[src/rtl/player_pos_uart_tx.sv]
// UART transmitter for player position frames: 0xA5 sync byte, click/x/y bytes, idle gap.
// Define TX_CHECKSUM_EN to append an XOR checksum byte (6-byte frame instead of 5).
module player_pos_uart_tx #(
    parameter int CLKS_PER_BIT = 564,
    parameter int GAP_BITS     = 2
) (
    input  logic        clk,
    input  logic        rst_n,
    input  logic        start,
    input  logic        click,
    input  logic [11:0] xpos,
    input  logic [11:0] ypos,
    output logic        tx,
    output logic        busy,
    output logic        done
);

    typedef enum logic [2:0] {
        IDLE,
        START_BIT,
        DATA_BITS,
        STOP_BIT,
        GAP
    } state_t;

    localparam logic [11:0] CPB_LAST = 12'(CLKS_PER_BIT - 1);
    localparam logic [3:0]  GAP_LAST = (GAP_BITS > 0) ? 4'(GAP_BITS - 1) : 4'd0;
`ifdef TX_CHECKSUM_EN
    localparam logic [2:0]  LAST_BYTE = 3'd5;
`else
    localparam logic [2:0]  LAST_BYTE = 3'd4;
`endif

    state_t      r_state;
    logic [11:0] r_clkCnt;
    logic [2:0]  r_bitIdx;
    logic [2:0]  r_byteIdx;
    logic [3:0]  r_gapCnt;
    logic [24:0] r_capture;
    logic        r_tx;
    logic        r_busy;
    logic        r_done;

    logic        w_bitEnd;
    logic [2:0]  w_nextBitIdx;
    logic [7:0]  w_b1;
    logic [7:0]  w_b2;
    logic [7:0]  w_b3;
    logic [7:0]  w_b4;
    logic [7:0]  w_byte;

    // Capture layout is {click, xpos[11:0], ypos[11:0]}.
    assign w_b1 = {3'b000, r_capture[24], r_capture[23:20]};
    assign w_b2 = r_capture[19:12];
    assign w_b3 = {4'h0, r_capture[11:8]};
    assign w_b4 = r_capture[7:0];

    assign w_bitEnd     = (r_clkCnt == CPB_LAST);
    assign w_nextBitIdx = r_bitIdx + 3'd1;

`ifdef TX_CHECKSUM_EN
    logic [7:0] w_checksum;
    assign w_checksum = w_b1 ^ w_b2 ^ w_b3 ^ w_b4;
`endif

    always_comb begin
        w_byte = 8'hA5;
        case (r_byteIdx)
            3'd1:    w_byte = w_b1;
            3'd2:    w_byte = w_b2;
            3'd3:    w_byte = w_b3;
            3'd4:    w_byte = w_b4;
`ifdef TX_CHECKSUM_EN
            3'd5:    w_byte = w_checksum;
`endif
            default: w_byte = 8'hA5;
        endcase
    end

    // Every state transition loads the next line level into r_tx, so tx never glitches.
    always_ff @(posedge clk or negedge rst_n) begin
        if (!rst_n) begin
            r_state   <= IDLE;
            r_clkCnt  <= '0;
            r_bitIdx  <= '0;
            r_byteIdx <= '0;
            r_gapCnt  <= '0;
            r_capture <= '0;
            r_tx      <= 1'b1;
            r_busy    <= 1'b0;
            r_done    <= 1'b0;
        end else begin
            r_done <= 1'b0;
            case (r_state)
                IDLE: begin
                    r_tx   <= 1'b1;
                    r_busy <= 1'b0;
                    if (start) begin
                        r_capture <= {click, xpos, ypos};
                        r_state   <= START_BIT;
                        r_tx      <= 1'b0;
                        r_busy    <= 1'b1;
                        r_clkCnt  <= '0;
                        r_bitIdx  <= '0;
                        r_byteIdx <= '0;
                        r_gapCnt  <= '0;
                    end
                end

                START_BIT: begin
                    if (w_bitEnd) begin
                        r_clkCnt <= '0;
                        r_bitIdx <= '0;
                        r_tx     <= w_byte[0];
                        r_state  <= DATA_BITS;
                    end else begin
                        r_clkCnt <= r_clkCnt + 12'd1;
                    end
                end

                DATA_BITS: begin
                    if (w_bitEnd) begin
                        r_clkCnt <= '0;
                        if (r_bitIdx == 3'd7) begin
                            r_tx    <= 1'b1;
                            r_state <= STOP_BIT;
                        end else begin
                            r_bitIdx <= w_nextBitIdx;
                            r_tx     <= w_byte[w_nextBitIdx];
                        end
                    end else begin
                        r_clkCnt <= r_clkCnt + 12'd1;
                    end
                end

                STOP_BIT: begin
                    if (w_bitEnd) begin
                        r_clkCnt <= '0;
                        if (r_byteIdx == LAST_BYTE) begin
                            if (GAP_BITS == 0) begin
                                r_state <= IDLE;
                                r_busy  <= 1'b0;
                                r_done  <= 1'b1;
                            end else begin
                                r_gapCnt <= '0;
                                r_state  <= GAP;
                            end
                        end else begin
                            r_byteIdx <= r_byteIdx + 3'd1;
                            r_tx      <= 1'b0;
                            r_state   <= START_BIT;
                        end
                    end else begin
                        r_clkCnt <= r_clkCnt + 12'd1;
                    end
                end

                GAP: begin
                    r_tx <= 1'b1;
                    if (w_bitEnd) begin
                        r_clkCnt <= '0;
                        if (r_gapCnt == GAP_LAST) begin
                            r_state <= IDLE;
                            r_busy  <= 1'b0;
                            r_done  <= 1'b1;
                        end else begin
                            r_gapCnt <= r_gapCnt + 4'd1;
                        end
                    end else begin
                        r_clkCnt <= r_clkCnt + 12'd1;
                    end
                end

                default: begin
                    r_state <= IDLE;
                    r_tx    <= 1'b1;
                    r_busy  <= 1'b0;
                end
            endcase
        end
    end

    assign tx   = r_tx;
    assign busy = r_busy;
    assign done = r_done;

endmodule
[config.mk]
export PLATFORM = sky130hd
export DESIGN_NAME = player_pos_uart_tx
export DESIGN_NICKNAME = d
export VERILOG_FILES = /design/src/rtl/player_pos_uart_tx.sv
export SDC_FILE = /design/constraint.sdc
export NUM_CORES = 1
export LEC_CHECK = 0
export CAP_MARGIN = 20
export CORE_UTILIZATION = 58
export CTS_CLUSTER_SIZE = 30
export DETAILED_ROUTE_END_ITERATION = 10
export PLACE_DENSITY = 0.92
export SLEW_MARGIN = 0
export SYNTH_ARGS = -nofsm -noshare
export SYNTH_HDL_FRONTEND = slang
export SYNTH_SLANG_ARGS = --single-unit
[constraint.sdc]
create_clock -name clk -period 4.9 [get_ports clk]
set_input_delay 0.98 -clock clk [delete_from_list [all_inputs] [get_ports clk]]
set_output_delay 0.98 -clock clk [all_outputs]
set_load 0.01 [all_outputs]
==> run metrics, run 1 <==
Die Y=~70 um; final worst setup slack=2.27 ns; Post-Syn Area per Cell=10.2 um^2; first-pass GRT wire length=~9.7 mm; core area=~4500 um^2; Synth Flop Type=dfrtp_1; Static Leak=1.35 nW; outcome=complete, but fails checks; simple-gate share of the synthesized area=16.4%; Psw=about 0.17 mW; HP Start=r_bitIdx[2]; RSZ-0062 raised after global routing=no; Post-Layout Inst Area=3190 um^2; total grt overflow=0; Vias=approximately 2200; dominant cell type by area after synthesis=dfrtp_1; Worst-path clk slew=0.09 ns; Switching Share=23.2%; peak supply drop=183 uV; Hold Crit Class=flop to flop; Max Buffers Root-to-Sink=2; sum of negative setup slack=0 ns; Total Power=0.753 mW; Post-CTS Setup Inserts=0; vias in the first global route=2014; clk_skew=~0.011 ns; post-synthesis mux area share=between 10% and 20%; Sequential Power Share=60.6%; fin util=71.2%; RePlAce Congestion=0.885; Synth Area in Compound Gates=15.7%; Synthesis Warnings=0; Syn Nets=312; Worst EP arrival=2.88 ns; Worst Reg-to-Reg Cells=5; initial DRC count=about 160; vias per cell=6.32; Post-Place Worst Slack=1.94 ns; WL final=5.80 mm; # setup viols final=0; sequential fraction of the synthesis area=47.6%; top post-synthesis cells by count=52 x dfrtp_1, 34 x nand2_1, 25 x mux2_2; Post-synth EDFFs=0; crit start category=input pin; max capacitance violation total=0; CTS tree=yes; die area=5090 um^2; Max-Slew Margin vs Limit=54.9%; Rows=24; IO Pins=31; Yosys cell types=50; Port Buffers=30; Worst setup EP type=flop; Antenna Violating Nets Remaining=0; ranking of synthesized cells by area=dfrtp_1 47%, mux2_2 10%, nand2_1 4.6%; Crit path required time=5.15 ns; area delta synth->final=14.2%; RR Endpoint=r_gapCnt[3]; DRT Pass-1 Iters=7; H-Tree Level Count=2; Final Hold Viols=0; largest family of logic cells by synthesized area=simple AND/OR/NAND/NOR gates; Clk Latency, worst-skew pair=approximately 0.32 ns; Area after DPL=3100 um^2; die width=71.4 um; cell with the most instances after synthesis=dfrtp_1; post-synthesis cell count=between 200 and 300; top cell type's share of synthesized area=46.6%; R2R Setup Slk=between 2 and 3 ns; Residual DRC=1; Worst Path Max Fanout=26; Worst Setup SP=start; Resized cells post-CTS=0; Synth Area in Adders=4.48%; clk sinks=53; failing checks=DRC; combinational power share=6.0%; Slew Limit Fails=0; Mapped Area=between 2000 and 3000 um^2; Final #Nets=338; initial antenna violation count=0; FMAX=between 300 and 400 MHz; CP Class=input pin to flop; # hold bufs at CTS=0; CTS Buf Count=5; minimum clock period=roughly 2.6 ns; diodes inserted=0; Filler Cell Count=321; drt wl/cell=between 15 and 20 um; worst-margin pin slew=~0.67 ns; clock network fraction of design power=roughly 33%; layout cell share with drive strength beyond 1=13.6%; #FFs+latches synth=53; R2R Path Start=r_state[1]; GRT Overall Usage=24.9%; Worst setup endpoint=r_gapCnt[3]; period utilization=53.6%; internal power=0.579 mW; largest net degree at the start of global routing=54; power density cells=236 nW/um^2; Post-synth ARST share=100%; DP HPWL=4.12 mm; Clock Root Buffer=clkbuf_8; Synth Area in XOR/XNOR=1.26%; Starting Density=between 60% and 70%
==> kinds of logic after synthesis <==
| group | Yosys count |
|---|---|
| AO/OA/AOI/OAI | 67 |
| XOR/XNOR | 4 |
| adder cells (fa/ha/maj) | 10 |
| buffers and inverters | 21 |
| flip-flops | 53 |
| multiplexers | 28 |
| AND/OR/NAND/NOR | 91 |
==> metrics by stage <==
| step | std cells | hold slack, ns |
|---|---|---|
| 2_1_floorplan | 274 | 0.463 |
| 6_report | 353 | 0.517 |
| 3_5_place_dp | 345 | 0.491 |
| 3_3_place_gp | 345 | 0.487 |
| 5_1_grt | 353 | 0.536 |
| 4_1_cts | 353 | 0.519 |
==> power groups by stage <==
stage / Sequential (mW) / Combinational [mW] / Clock, mW
final: 0.457 / 0.0452 / 0.252
after global routing: 0.458 / 0.0500 / 0.270
after CTS: 0.456 / 0.0463 / 0.254
after detailed placement: 0.465 / 0.0462 / 0
after global placement: 0.464 / 0.0443 / 0
after floorplan: 0.462 / 0.0130 / 0
==> placed cells by master (no fill, tap or decap), drive strengths merged, types with 4 or more instances in the layout <==
cell           netlist  final
a21oi                8      8
a22o                 4      4
a22oi                5      5
and2                 4      4
and3                 4      4
clkbuf               5      5
clkdlybuf4s50        0     29
dfrtp               52     52
ha                  10     10
inv                  9     10
mux2                25     25
nand2               34     34
nand3               10     10
nand4                5      5
nor2                19     19
o21ai               26     26
xor2                 4      4
==> registers in the layout, summed over array words and instances (netlist names) <==
name	cells
done	1
r_gapCnt	4
tx	1
r_byteIdx	3
r_bitIdx	3
busy	1
r_capture	25
r_state	3
r_clkCnt	12
==> metal layers <==
layer / part of all wire (%) / vias up / global-route usage, % / wire, um
li1: - / 1041 / - / -
met1: 43 / 1104 / 34.3 / 2490
met2: 49 / 81 / 39.5 / 2870
met3: 6.4 / 6 / 4.08 / 371
met4: 1.2 / 0 / 10.4 / 69
met5: 0 / - / 0 / 0
==> critical path, stage by stage <==
cell,delay [ns]
clkdlybuf4s50_1,0.56
inv_1,0.14
nor2_8,0.39
a21oi_1,0.20
or4_1,0.51
nand3_1,0.09
==> final cells by class <==
type | instances | area, um^2 | area share [%]
multi-input cells | 200 | 1370 | 42.9
flip-flops and latches | 53 | 1330 | 41.7
repair buffers | 31 | 303 | 9.50
clock buffers | 5 | 68.8 | 2.16
well taps | 52 | 65.1 | 2.04
inverters | 9 | 33.8 | 1.06
clock inverters | 3 | 21.3 | 0.667
==> worst min-delay path by stage <==
stage	endpoint	slack, ns	cells past startpoint
3_5_place_dp	r_clkCnt[10]	0.49	1
3_3_place_gp	r_clkCnt[10]	0.49	1
5_1_grt	r_capture[15]	0.54	1
6_report	r_bitIdx[2]	0.52	1
4_1_cts	r_clkCnt[10]	0.52	1
2_1_floorplan	r_clkCnt[10]	0.46	1
No activity file was read; power rests on OpenSTA's default activity.
==> run 2: changes to the inputs <==
- CORE_UTILIZATION: 58 -> 56
- PLACE_DENSITY: 0.92 -> 0.89
- clock period: 4.9 -> 2.6 ns (I/O delays scaled with it)
==> run 2 against run 1 <==
The run now ends clean. Critical path depth increased by 2. Hold slack got worse by 0.30 ns. Combinational power grew 93%. Register-to-register slack got worse by 2.4 ns. Largest power group unchanged. Highest routed layer unchanged.
==> run metrics, run 2 (synthesized netlist as in run 1, its figures left out) <==
outcome=finished, final reports clean; DP HPWL=4.19 mm (+1.8%); Starting Density=58.7% (-3.7 points); Largest Register=r_capture; Crit path max-delay family=compound AO/OA/AOI/OAI gates; peak supply drop=264 uV (+44%); commonest non-fill, non-tap cell in the layout=dfrtp_1; area delta synth->final=16.9%; R2R Setup Slk=0.20 ns (-2.43 ns); Slew Limit Fails=0 (unchanged); RR Endpoint=tx; highest routed layer=met4; Crit path required time=2.84 ns (-2.31 ns); CTS tree=yes; sum of negative setup slack=0 ns (unchanged); metal2 WL=2.76 mm (-3.9%); Top Registers=r_capture x25, r_clkCnt x12, r_gapCnt x4; diodes inserted=0 (unchanged); fin util=68.6% (-2.6 points); die area=5270 um^2 (+3.5%); max capacitance violation total=0 (unchanged); Post-CTS Setup Inserts=0 (unchanged); Worst setup endpoint=tx; Worst EP arrival=2.65 ns (-0.23 ns); Resized cells post-CTS=0 (unchanged); max FFs per register=25 (unchanged); Final #Nets=340 (+0.59%); R2R Path Start=r_byteIdx[0]; Max-Slew Margin vs Limit=56.6% (+1.7 points); Filler Cell Count=389 (+21%); footprint of the multi-input gates=1370 um^2 (unchanged); total grt overflow=0 (unchanged); CP max-delay cell=dfrtp_1; period utilization=between 90% and 100%; Clock Root Buffer=clkbuf_8; Worst path max stage delay=0.42 ns (-0.14 ns); clk sinks=53 (unchanged); Worst setup EP type=flop; WL final=5.86 mm (+0.97%); initial DRC count=182 (+15%); first-pass GRT wire length=9.72 mm (about the same); H-Tree Level Count=2 (unchanged); Worst Reg-to-Reg Cells=8 (+3); minimum clock period=approximately 2.4 ns; RSZ-0062 raised after global routing=no; cell repeated most along the worst path=o21ai_0; FMAX=416 MHz; Clk Latency, worst-skew pair=0.31 ns (about the same); power density cells=470 nW/um^2 (+99%); # hold bufs at CTS=0 (unchanged); CP Class=flop to flop; Worst-path clk slew=0.09 ns (about the same); CP bufs+invs=1 (-1); DRT met1 WL=2.70 mm (+8.5%); clk_skew=0.00890 ns (-0.00254 ns); largest net degree at the start of global routing=29 (-46%); die width=72.6 um (+1.7%); Final Hold Viols=0 (unchanged); layout cell share with drive strength beyond 1=14.2% (+0.57 points); Hold Crit Class=input pin to async pin; Residual DRC=0 (-1); drt wl/cell=15.8 um (-3.7%); Register Area=1330 um^2 (unchanged); Port Buffers=30 (unchanged); Antenna Violating Nets Remaining=0 (unchanged); Static Leak=1.38 nW (+2.1%); DRT Pass-1 Iters=6 (-1); commonest non-fill, non-tap cells in the layout=52 x dfrtp_1, 34 x nand2_1, 29 x clkdlybuf4s50_1; critical path, cell by cell=inv_1 > ha_1 > and2_1 > a221oi_1 > o21ai_0 > a311oi_1 > o21ai_0 > a41o_1; crit start category=flop; core area=4750 um^2 (+6.3%); CTS Buf Count=5 (unchanged); Max Buffers Root-to-Sink=2 (unchanged); critical path depth in cells=8 (+2); RePlAce Congestion=0.880 (-0.61%); Vias=2191 (-1.8%); worst-margin pin slew=0.651 ns (-0.0184 ns); GRT Overall Usage=24.3% (-0.63 points); vias per cell=5.92 (-6.3%); # setup viols final=0 (unchanged); initial antenna violation count=0 (unchanged); Detail Route met3 WL=298 um (-20%); Rows=25 (+4.2%); vias in the first global route=2035 (+1.0%); IO Pins=31 (unchanged); Worst Path Max Fanout=7 (-73%); Die Y=72.6 um (+1.7%); Worst Setup SP=r_byteIdx[0]
==> run 2: worst min path at each step <==
| stage | startpoint | end |
|---|---|---|
| 4_1_cts | rst_n | done |
| 2_1_floorplan | rst_n | busy |
| 6_report | rst_n | done |
| 5_1_grt | rst_n | r_state[0] |
| 3_5_place_dp | r_clkCnt[10] | r_clkCnt[10] |
| 3_3_place_gp | r_clkCnt[10] | r_clkCnt[10] |
==> run 2: layout make-up <==
class	count	share of cell area [%]
clock buffers	6	2.53
clock inverters	2	1.15
inverters	9	1.04
multi-input cells	200	41.9
flip-flops and latches	53	40.7
well taps	67	2.57
repair buffers	33	10.1
==> run 2: worst register-to-register path: stages, from the launching register on <==
cell and delay (ns):
dfrtp_1 0.42, inv_1 0.10, ha_1 0.26, and2_1 0.28, a221oi_1 0.41, o21ai_0 0.21, a311oi_1 0.28, o21ai_0 0.14
a41o_1 0.25
==> run 2: report_power, final <==
part           internal, mW  switching [mW]  total (mW)
logic                0.0551          0.0321      0.0872
clock network         0.313           0.272       0.585
registers             0.846          0.0146       0.860
==> run 2: stage by stage <==
stage	hold WS [ns]	cell area (um^2)	worst slack, ns	cells	power, mW
6_report	0.221	3260	0.196	370	1.53
5_1_grt	0.283	3260	0.0217	370	1.59
4_1_cts	0.242	3260	0.241	370	1.55
3_5_place_dp	0.490	3140	0.352	362	0.965
3_3_place_gp	0.480	3140	0.475	362	0.961
2_1_floorplan	0.224	2790	0.617	274	0.896
==> run 2: per-layer routing <==
| layer | vias to the layer above | track usage [%] |
|---|---|---|
| li1 | 1050 | - |
| met1 | 1065 | 34.5 |
| met2 | 68 | 37.3 |
| met3 | 8 | 4.70 |
| met4 | 0 | 8.93 |
| met5 | - | 0 |
